`src/rtl/hazard_stall_ctrl.sv`:
```
// Pipeline sequencing controller for the 5-stage LEGv8 core: load-use stalls,
// branch flushes, data-memory wait/timeout handling and stall/flush counters.
module hazard_stall_ctrl #(
    parameter int MEM_TIMEOUT = 64,
    parameter int CNT_W       = 16
) (
    input  logic             clk,
    input  logic             resetl,
    input  logic [31:0]      instruction_ID,
    input  logic [4:0]       RD_EX,
    input  logic             MemRead_EX,
    input  logic             branch_taken,
    input  logic             dmem_req,
    input  logic             dmem_ready,
    input  logic             cnt_clr,
    output logic             pc_write,
    output logic             ifid_write,
    output logic             idex_write,
    output logic             exmem_write,
    output logic             idex_bubble,
    output logic             memwb_bubble,
    output logic             flush_younger,
    output logic             mem_err,
    output logic [CNT_W-1:0] stall_cnt,
    output logic [CNT_W-1:0] flush_cnt
);

    localparam int WAIT_W = (MEM_TIMEOUT > 2) ? $clog2(MEM_TIMEOUT) : 1;
    localparam logic [WAIT_W-1:0] WAIT_LAST = WAIT_W'(MEM_TIMEOUT - 1);

    localparam logic [10:0] OP_ADD  = 11'b10001011000;
    localparam logic [10:0] OP_SUB  = 11'b11001011000;
    localparam logic [10:0] OP_AND  = 11'b10001010000;
    localparam logic [10:0] OP_ORR  = 11'b10101010000;
    localparam logic [10:0] OP_LDUR = 11'b11111000010;
    localparam logic [10:0] OP_STUR = 11'b11111000000;
    localparam logic [7:0]  OP_CBZ  = 8'b10110100;

    typedef enum logic [1:0] {
        ST_RUN      = 2'd0,
        ST_MEM_WAIT = 2'd1,
        ST_ERROR    = 2'd2
    } state_t;

    state_t            state;
    state_t            next_state;
    logic [WAIT_W-1:0] wait_cnt;
    logic [WAIT_W-1:0] wait_nxt;

    logic [10:0] opc;
    logic [4:0]  rn;
    logic [4:0]  rm;
    logic [4:0]  rt;
    logic        use_rn;
    logic        use_rm;
    logic        use_rt;
    logic        load_use;
    logic        unused_bits;

    assign opc         = instruction_ID[31:21];
    assign rm          = instruction_ID[20:16];
    assign rn          = instruction_ID[9:5];
    assign rt          = instruction_ID[4:0];
    assign unused_bits = ^instruction_ID[15:10];

    always_comb begin
        use_rn = 1'b0;
        use_rm = 1'b0;
        use_rt = 1'b0;
        if (opc == OP_ADD || opc == OP_SUB || opc == OP_AND || opc == OP_ORR) begin
            use_rn = 1'b1;
            use_rm = 1'b1;
        end else if (opc == OP_LDUR) begin
            use_rn = 1'b1;
        end else if (opc == OP_STUR) begin
            use_rn = 1'b1;
            use_rt = 1'b1;
        end else if (instruction_ID[31:24] == OP_CBZ) begin
            use_rt = 1'b1;
        end
    end

    // X31 is the zero register, so a load targeting it never creates a hazard.
    assign load_use = MemRead_EX && (RD_EX != 5'd31) &&
                      ((use_rn && rn == RD_EX) ||
                       (use_rm && rm == RD_EX) ||
                       (use_rt && rt == RD_EX));

    always_comb begin
        next_state    = state;
        wait_nxt      = wait_cnt;
        pc_write      = 1'b1;
        ifid_write    = 1'b1;
        idex_write    = 1'b1;
        exmem_write   = 1'b1;
        idex_bubble   = 1'b0;
        memwb_bubble  = 1'b0;
        flush_younger = 1'b0;
        unique case (state)
            ST_RUN: begin
                if (branch_taken) begin
                    flush_younger = 1'b1;
                end else if (dmem_req && !dmem_ready) begin
                    pc_write     = 1'b0;
                    ifid_write   = 1'b0;
                    idex_write   = 1'b0;
                    exmem_write  = 1'b0;
                    memwb_bubble = 1'b1;
                    next_state   = ST_MEM_WAIT;
                    wait_nxt     = WAIT_W'(1);
                end else if (load_use) begin
                    pc_write    = 1'b0;
                    ifid_write  = 1'b0;
                    idex_bubble = 1'b1;
                end
            end
            ST_MEM_WAIT: begin
                if (dmem_ready) begin
                    next_state = ST_RUN;
                    wait_nxt   = '0;
                end else begin
                    pc_write     = 1'b0;
                    ifid_write   = 1'b0;
                    idex_write   = 1'b0;
                    exmem_write  = 1'b0;
                    memwb_bubble = 1'b1;
                    if (wait_cnt == WAIT_LAST) begin
                        next_state = ST_ERROR;
                    end else begin
                        wait_nxt = wait_cnt + WAIT_W'(1);
                    end
                end
            end
            ST_ERROR: begin
                pc_write     = 1'b0;
                ifid_write   = 1'b0;
                idex_write   = 1'b0;
                exmem_write  = 1'b0;
                idex_bubble  = 1'b1;
                memwb_bubble = 1'b1;
            end
            default: begin
                next_state = ST_RUN;
                wait_nxt   = '0;
            end
        endcase
        // Hold the pipeline in its plain advancing form while reset is asserted.
        if (!resetl) begin
            pc_write      = 1'b1;
            ifid_write    = 1'b1;
            idex_write    = 1'b1;
            exmem_write   = 1'b1;
            idex_bubble   = 1'b0;
            memwb_bubble  = 1'b0;
            flush_younger = 1'b0;
        end
    end

    always_ff @(posedge clk or negedge resetl) begin
        if (!resetl) begin
            state    <= ST_RUN;
            wait_cnt <= '0;
            mem_err  <= 1'b0;
        end else begin
            state    <= next_state;
            wait_cnt <= wait_nxt;
            mem_err  <= mem_err | (next_state == ST_ERROR);
        end
    end

    always_ff @(posedge clk or negedge resetl) begin
        if (!resetl) begin
            stall_cnt <= '0;
            flush_cnt <= '0;
        end else if (cnt_clr) begin
            stall_cnt <= '0;
            flush_cnt <= '0;
        end else begin
            if (!pc_write && stall_cnt != '1) begin
                stall_cnt <= stall_cnt + CNT_W'(1);
            end
            if (flush_younger && flush_cnt != '1) begin
                flush_cnt <= flush_cnt + CNT_W'(1);
            end
        end
    end

endmodule

```
`config.mk`:
```
export PLATFORM = sky130hd
export DESIGN_NAME = hazard_stall_ctrl
export DESIGN_NICKNAME = d
export VERILOG_FILES = /design/src/rtl/hazard_stall_ctrl.sv
export SDC_FILE = /design/constraint.sdc
export NUM_CORES = 1
export LEC_CHECK = 0
export CORE_MARGIN = 4
export CORE_UTILIZATION = 30
export CTS_CLUSTER_DIAMETER = 100
export DETAILED_ROUTE_END_ITERATION = 16
export PLACE_DENSITY = 0.66
export SYNTH_ARGS = -nofsm -noshare
export SYNTH_HDL_FRONTEND = slang
export SYNTH_SLANG_ARGS = --single-unit
export TNS_END_PERCENT = 1
```
`constraint.sdc`:
```
create_clock -name clk -period 2.88 [get_ports clk]
set_clock_uncertainty 0.1 [all_clocks]
set_input_delay 0.432 -clock clk [delete_from_list [all_inputs] [get_ports clk]]
set_output_delay 0.432 -clock clk [all_outputs]
set_load 0.02 [all_outputs]
```
==> summary.md, run 1 <==
| Metric | Value |
|---|---|
| Main synth FF type | dfrtp_1 |
| I/O Buffers | 77 |
| Register bit count reported by yosys | between 40 and 50 |
| Post-synth EDFFs | 0 |
| Gate Count Post-Synth | about 270 |
| Clock Pin Slew Worst Setup and Hold Paths | roughly 0.080 ns |
| Crit path from | instruction_ID[29] |
| Gp weighted congestion | 0.769 |
| Post-synth top area share | 0.419 |
| Critical path destination | pc_write |
| Hold WC Path Type | reg -> reg |
| CTS sink count | slightly above 40 |
| Final min period | approximately 2.8 ns |
| Most area-hungry cell type in the Yosys netlist | dfrtp_1 |
| RSZ-0062 raised after global routing | yes |
| Final hold vios | 0 |
| Slew @ Worst Pin | around 0.57 ns |
| P_leak | around 1.5 nW |
| WL final | around 6 mm |
| Adder-cell share of the synthesized area | 0.0153 |
| Status | completed |
| R2R Setup Slk | about 0.57 ns |
| DP Wirelength | approximately 4.7 mm |
| I/O Pins | between 80 and 90 |
| Util after Layout | 0.462 |
| VDD IR max | roughly 0.21 mV |
| Initial antenna violation count | 0 |
| Largest net degree at the start of global routing | 40 |
| Relative slew slack | 0.619 |
| Worst reg2reg path startpoint | state[1]$_DFF_PN0_ |
| Clock Latency Late Sink | a little under 0.3 ns |
| Reg2reg path depth | 8 |
| H-tree Lvls | 2 |
| Syn avg cell area | ~9 um2 |
| Tot Pwr | 1.26 mW |
| TritonCTS Buffers | 5 |
| GRT Util Overall | 0.124 |
| Initial Utilization | 0.312 |
| Sequential fraction of the synthesis area | 0.419 |
| Routed wire per std cell | roughly 13 um |
| Die height | a little under 100 um |
| Yosys cell types | between 40 and 50 |
| Fin crit share | 0.969 |
| Simple-gate portion of the synthesized area | 0.252 |
| Ys async rst share | 1.00 |
| Cell Rows | 32 |
| Multiplexer share of the synthesized area | 0.0215 |
| GR Overflow Total | 0 |
| Xor and xnor fraction of the mapped netlist area | 0.118 |
| Filler Cell Count | ~790 |
| Fmax | approximately 360 MHz |
| Crit path DAT | 2.26 ns |
| Vias | about 2300 |
| Setup CP Type | in -> out |
| Compound-Gate Fraction of Synth Area | 0.129 |
| Worst Path Required | roughly 2.4 ns |
| Share of layout cells above drive strength 1 | 0.129 |
| Post-DR vias/cell | slightly below 5 |
| RR Endpoint | stall_cnt[3]$_DFFE_PN0P_ |
| Synth warn | 0 |
| Final nets | 420 |
| # setup viols final | 0 |
| Cell total after placement | 467 |
| Critical Path Fanout Max | 2 |
| Detail Route Antenna Nets | 0 |
| CTS tree | built |
| Number of global-route vias before repair | roughly 2300 |
| Die area | ~9700 um2 |
| Top cells by area, synth | dfrtp_1 (42%), xor2_1 (7.9%), nor2_1 (5.1%), nand3_1 (4.1%), xnor2_1 (3.9%) |
| Largest family of logic cells by synthesized area | simple AND/OR/NAND/NOR gates |
| Core region area | 7850 um2 |
| Non-filler cells, final | 475 |
| CP endpoint kind | primary output |
| Cell Area, Synth | approximately 2400 um2 |
| 1st-pass router iterations | 4 |
| DRC violations left | 0 |
| Die width | around 98 um |
| Pwr Density | around 350 nW/um2 |
| Clock Root Buffer | clkbuf_8 |
| Number of diodes | 0 |
| Syn-to-layout area delta | 48.1% |
| Startpoint Class | primary input |
| First DRT Iteration DRCs | around 100 |
| Post-synthesis net count | 320 |
| # Max-Cap Violations | 0 |
| Max-slew violation count | 0 |
| First-pass GRT wire length | around 10 mm |
| Longest Clk Path Bufs | 2 |
## where the power goes
part | switching, mW | total [mW] | internal [mW]
registers | 0.0130 | 0.601 | 0.588
logic | 0.0989 | 0.214 | 0.115
clock network | 0.197 | 0.450 | 0.252
## cell type report
class | count | area [um2] | area share
multi-input combinational | 208 | 1340 | 0.369
sequential | 41 | 1030 | 0.283
timing repair buffer | 106 | 988 | 0.273
tap | 102 | 128 | 0.0352
clock buffer | 5 | 68.8 | 0.0190
inverter | 11 | 41.3 | 0.0114
clock inverter | 2 | 35.0 | 0.00967
## metrics by stage
stage	TNS (ns)	area [um2]	worst slack, ns	hold WS [ns]
2_1_floorplan	0	2450	0.161	0.0364
3_3_place_gp	-3.62	3480	-0.413	0.171
3_5_place_dp	-4.11	3480	-0.387	0.175
4_1_cts	0	3580	0.0311	0.384
5_1_grt	-0.0614	3620	-0.0222	0.418
6_report	0	3620	0.0882	0.383
## critical path, cell delays in order
cell and delay (ns):
clkdlybuf4s50_1 0.48, nand4b_1 0.12, or3b_1 0.37, a211o_1 0.29, buf_4 0.15, a31oi_4 0.19
nor2_2 0.06, buf_4 0.16
## sequential cells by signal, summed over array words and instances (netlist names)
name / cells
stall_cnt: 16
mem_err: 1
flush_cnt: 16
state: 2
wait_cnt: 6
## repair_timing
item	CTS	global route
endpoints found under the setup margin	3	20
buffers inserted	0	0
hold buffers	1	0
gates resized for setup	12	11
hold endpoints to repair	2	0
pin swaps	0	4
## Yosys cell counts (7+ instances only)
| master | number |
|---|---|
| nand3_1 | 20 |
| o21ai_0 | 13 |
| a21oi_1 | 16 |
| or3_1 | 8 |
| dfrtp_1 | 41 |
| xnor2_1 | 11 |
| nand4_1 | 7 |
| xor2_1 | 22 |
| o31ai_1 | 7 |
| nor2_1 | 33 |
| nand2_1 | 16 |
| inv_1 | 11 |
## worst min path at each step
stage | start | end | slack (ns) | depth (start not counted)
final | mem_err$_DFF_PN0_ | mem_err$_DFF_PN0_ | 0.38 | 1
after global routing | mem_err$_DFF_PN0_ | mem_err$_DFF_PN0_ | 0.42 | 1
after CTS | mem_err$_DFF_PN0_ | mem_err$_DFF_PN0_ | 0.38 | 1
after detailed placement | resetl | mem_err$_DFF_PN0_ | 0.17 | 1
after global placement | resetl | state[1]$_DFF_PN0_ | 0.17 | 1
after floorplan | resetl | flush_cnt[0]$_DFFE_PN0P_ | 0.04 | 0
## cells by family after synthesis
family | after synthesis
AND/OR/NAND/NOR | 118
XOR/XNOR | 33
multiplexers | 5
buffers and inverters | 24
AO/OA/AOI/OAI | 49
adder cells (fa/ha/maj) | 3
flip-flops | 41
## layer usage
layer | global-route usage | up-vias | wire length, um
met4 | 0.0294 | 0 | 44
met1 | 0.156 | 1074 | 2700
met3 | 0.0300 | 5 | 419
met5 | 0 | - | 0
met2 | 0.216 | 64 | 2920
li1 | - | 1171 | -
## placed cells by master, fill, tap and decap left out, types with 3 or more instances in the layout
cell,n
clkdlybuf4s50_1,68
dfrtp_1,41
nor2_1,32
buf_4,30
xor2_1,22
nand3_1,20
nand2_1,16
a21oi_1,16
o21ai_0,13
inv_1,11
xnor2_1,11
or3_1,8
nand4_1,7
o31ai_1,7
nor3_1,6
or4_1,6
clkbuf_8,5
dlymetal6s2s_1,5
and3_1,4
and4_1,4
mux2i_1,3
ha_1,3
Note: power is estimated with default switching activity, not from simulation.
==> inputs of run 2 (changes only) <==
--- a/config.mk
+++ b/config.mk
@@ -9,6 +9,7 @@
 export CORE_UTILIZATION = 30
 export CTS_CLUSTER_DIAMETER = 100
 export DETAILED_ROUTE_END_ITERATION = 16
+export GPL_TIMING_DRIVEN = 1
 export PLACE_DENSITY = 0.66
 export SYNTH_ARGS = -nofsm -noshare
 export SYNTH_HDL_FRONTEND = slang
==> results of run 2 <==
No change in the layout: final DEF, timing and power equal those of run 1.
==> inputs of run 3 (changes only) <==
--- a/config.mk
+++ b/config.mk
@@ -5,6 +5,7 @@
 export SDC_FILE = /design/constraint.sdc
 export NUM_CORES = 1
 export LEC_CHECK = 0
+export CORE_ASPECT_RATIO = 1.4
 export CORE_MARGIN = 4
 export CORE_UTILIZATION = 30
 export CTS_CLUSTER_DIAMETER = 100
==> summary.md, run 3 (synthesis gave the netlist of run 1 again) <==
| Metric | Value |
|---|---|
| Status | completed |
| Crit path DAT | 2.35 ns (+0.09 ns) |
| WHS Path Cells | 1 (unchanged) |
| Clock Root Buffer | clkbuf_8 |
| CTS tree | built |
| First DRT Iteration DRCs | 90 (-11%) |
| Met3 GRT Util | 0.0315 (+0.00154) |
| RR Endpoint | stall_cnt[14]$_DFFE_PN0P_ |
| Number of global-route vias before repair | 2323 (+2.9%) |
| Cell Rows | 38 (+19%) |
| Max stage delay on crit path | 0.49 ns (about the same) |
| Syn-to-layout area delta | 45.8% |
| # Max-Cap Violations | 0 (unchanged) |
| Max-slew violation count | 0 (unchanged) |
| Met1 usage | 0.148 (-0.00797) |
| Final nets | 412 (-1.9%) |
| Share of layout cells above drive strength 1 | 0.112 (-0.0167) |
| DP Wirelength | 4.92 mm (+4.3%) |
| Hold EP | mem_err$_DFF_PN0_ |
| Startpoint Class | primary input |
| TritonCTS Buffers | 5 (unchanged) |
| Most common cell after layout, fill and taps aside | clkdlybuf4s50_1 |
| Final hold vios | 0 (unchanged) |
| Worst reg2reg path startpoint | state[1]$_DFF_PN0_ |
| Slew @ Worst Pin | 0.512 ns (-0.0578 ns) |
| VDD IR max | 0.248 mV (+20%) |
| 1st-pass router iterations | 4 (unchanged) |
| H-tree Lvls | 2 (unchanged) |
| Final min period | 2.88 ns (+0.0858 ns) |
| Hold_sp | mem_err$_DFF_PN0_ |
| Die width | 84.3 um (-14%) |
| Crit path buffers/inverters | 2 (-1) |
| Initial Utilization | 0.312 (about the same) |
| Die area | 9690 um2 (+0.21%) |
| Gp weighted congestion | 0.778 (+1.1%) |
| Critical Path Fanout Max | 2 (unchanged) |
| Vias | 2335 (+0.91%) |
| Hold WC Path Type | reg -> reg |
| R2R Setup Slk | 0.55 ns (-0.02 ns) |
| Die height | 115 um (+17%) |
| Most frequent cells in the layout | clkdlybuf4s50_1 (71), dfrtp_1 (41), nor2_1 (33) |
| Worst Path Required | 2.35 ns (about the same) |
| Initial antenna violation count | 0 (unchanged) |
| GR Overflow Total | 0 (unchanged) |
| Fmax | 348 MHz (-3.0%) |
| Post-CTS setup buffer count | 0 (unchanged) |
| P_leak | 1.43 nW (-3.6%) |
| Fin crit share | 0.999 (+0.0298) |
| RSZ-0062 raised after global routing | yes |
| Clock Pin Slew Worst Setup and Hold Paths | 0.07 ns (about the same) |
| I/O Pins | 84 (unchanged) |
| # setup viols final | 0 (unchanged) |
| Pwr Density | 334 nW/um2 (-4.3%) |
| CTS sink count | 41 (unchanged) |
| Routed wire per std cell | 13.9 um (+8.5%) |
| Area post-placement | 3430 um2 (-1.4%) |
| GRT Util Overall | 0.134 (+0.00949) |
| Clock Latency Late Sink | 0.29 ns (about the same) |
| CP top delay family | compound AO/OA/AOI/OAI gates |
| Largest regs | flush_cnt x16, stall_cnt x16, wait_cnt x6 |
| Slowest CP cell | clkdlybuf4s50_1 |
| Pre-CTS WS | -0.420 ns (-0.0335 ns) |
| Non-filler cells, final | 466 (-1.9%) |
| WL final | 6.48 mm (+6.5%) |
| DRC violations left | 0 (unchanged) |
| Largest net degree at the start of global routing | 40 (unchanged) |
| Worst path cell trace | clkdlybuf4s50_1 -> nand4b_1 -> or3b_1 -> a211o_1 -> a311oi_1 -> o211a_1 -> buf_6 |
| Reg2reg path depth | 8 (unchanged) |
| Cell area after layout | 3570 um2 (-1.6%) |
| CP endpoint kind | primary output |
| First-pass GRT wire length | 10.6 mm (+4.4%) |
| Longest Clk Path Bufs | 2 (unchanged) |
| Number of diodes | 0 (unchanged) |
| Detail Route Antenna Nets | 0 (unchanged) |
| Hold_ws | 0.375 ns (-0.00855 ns) |
| Gr busiest metal | met2 |
| Cell total after placement | 457 (-2.1%) |
| Setup ws final | 0.00240 ns (-0.0858 ns) |
| Relative slew slack | 0.659 (+0.0397) |
| Core region area | 7850 um2 (about the same) |
| Met2 Use GR | 0.250 (+0.0339) |
| I/O Buffers | 77 (unchanged) |
| Post-DR vias/cell | 5.01 (+2.9%) |
| Setup CP Type | in -> out |
==> run 3: layout make-up <==
type / count / area [um2]
Fill cell: 783 / 4280
Multi-Input combinational cell: 208 / 1340
Timing Repair Buffer: 98 / 947
Tap cell: 100 / 125
Inverter: 11 / 41.3
Clock buffer: 5 / 68.8
Clock inverter: 3 / 17.5
Sequential cell: 41 / 1030
==> run 3: routing by layer <==
metal,wire length (um),vias up
li1,-,1158
met1,2640,1103
met2,3370,68
met3,393,6
met4,83,0
met5,0,-
==> run 3: how the worst max path moves through the flow <==
| stage | from | end | slack [ns] | cells past startpoint |
|---|---|---|---|---|
| detailed placement | instruction_ID[25] | idex_bubble | -0.42 | 7 |
| global placement | instruction_ID[31] | idex_bubble | -0.40 | 7 |
| CTS | instruction_ID[25] | pc_write | 0.01 | 7 |
| finish | instruction_ID[28] | idex_bubble | 0.002 | 7 |
| floorplan | state[1]$_DFF_PN0_ | flush_cnt[13]$_DFFE_PN0P_ | 0.16 | 9 |
| global route | instruction_ID[31] | idex_bubble | -0.04 | 7 |
==> run 3: where the power goes <==
group	switching (mW)	total [mW]	internal, mW	leakage, nW
logic	0.102	0.218	0.115	0.824
clock network	0.204	0.372	0.167	0.0439
registers	0.0130	0.601	0.588	0.563
total	0.320	1.19	0.870	1.43
==> run 3: what timing repair did <==
action,CTS,global route
setup endpoints to repair,3,7
hold buffers,1,0
endpoints found under the hold margin,2,0
pin swaps,0,5
resized for setup,10,8
==> run 3: worst register-to-register path, cell delays in order, from the launching register on <==
cell and delay, ns:
dfrtp_1 0.37, or3b_1 0.39, o21ai_0 0.11, o2111ai_1 0.21, a31oi_4 0.21, o21ai_2 0.09, buf_12 0.16, or4_1 0.47
a21oi_1 0.16
==> run 3: per-stage QoR <==
stage | util | total power [mW] | TNS (ns)
2_1_floorplan | - | 0.703 | 0
5_1_grt | 0.455 | 1.25 | -0.0358
4_1_cts | 0.450 | 1.21 | 0
3_3_place_gp | 0.438 | 0.824 | -1.77
6_report | 0.455 | 1.19 | 0
3_5_place_dp | 0.438 | 0.828 | -2.15
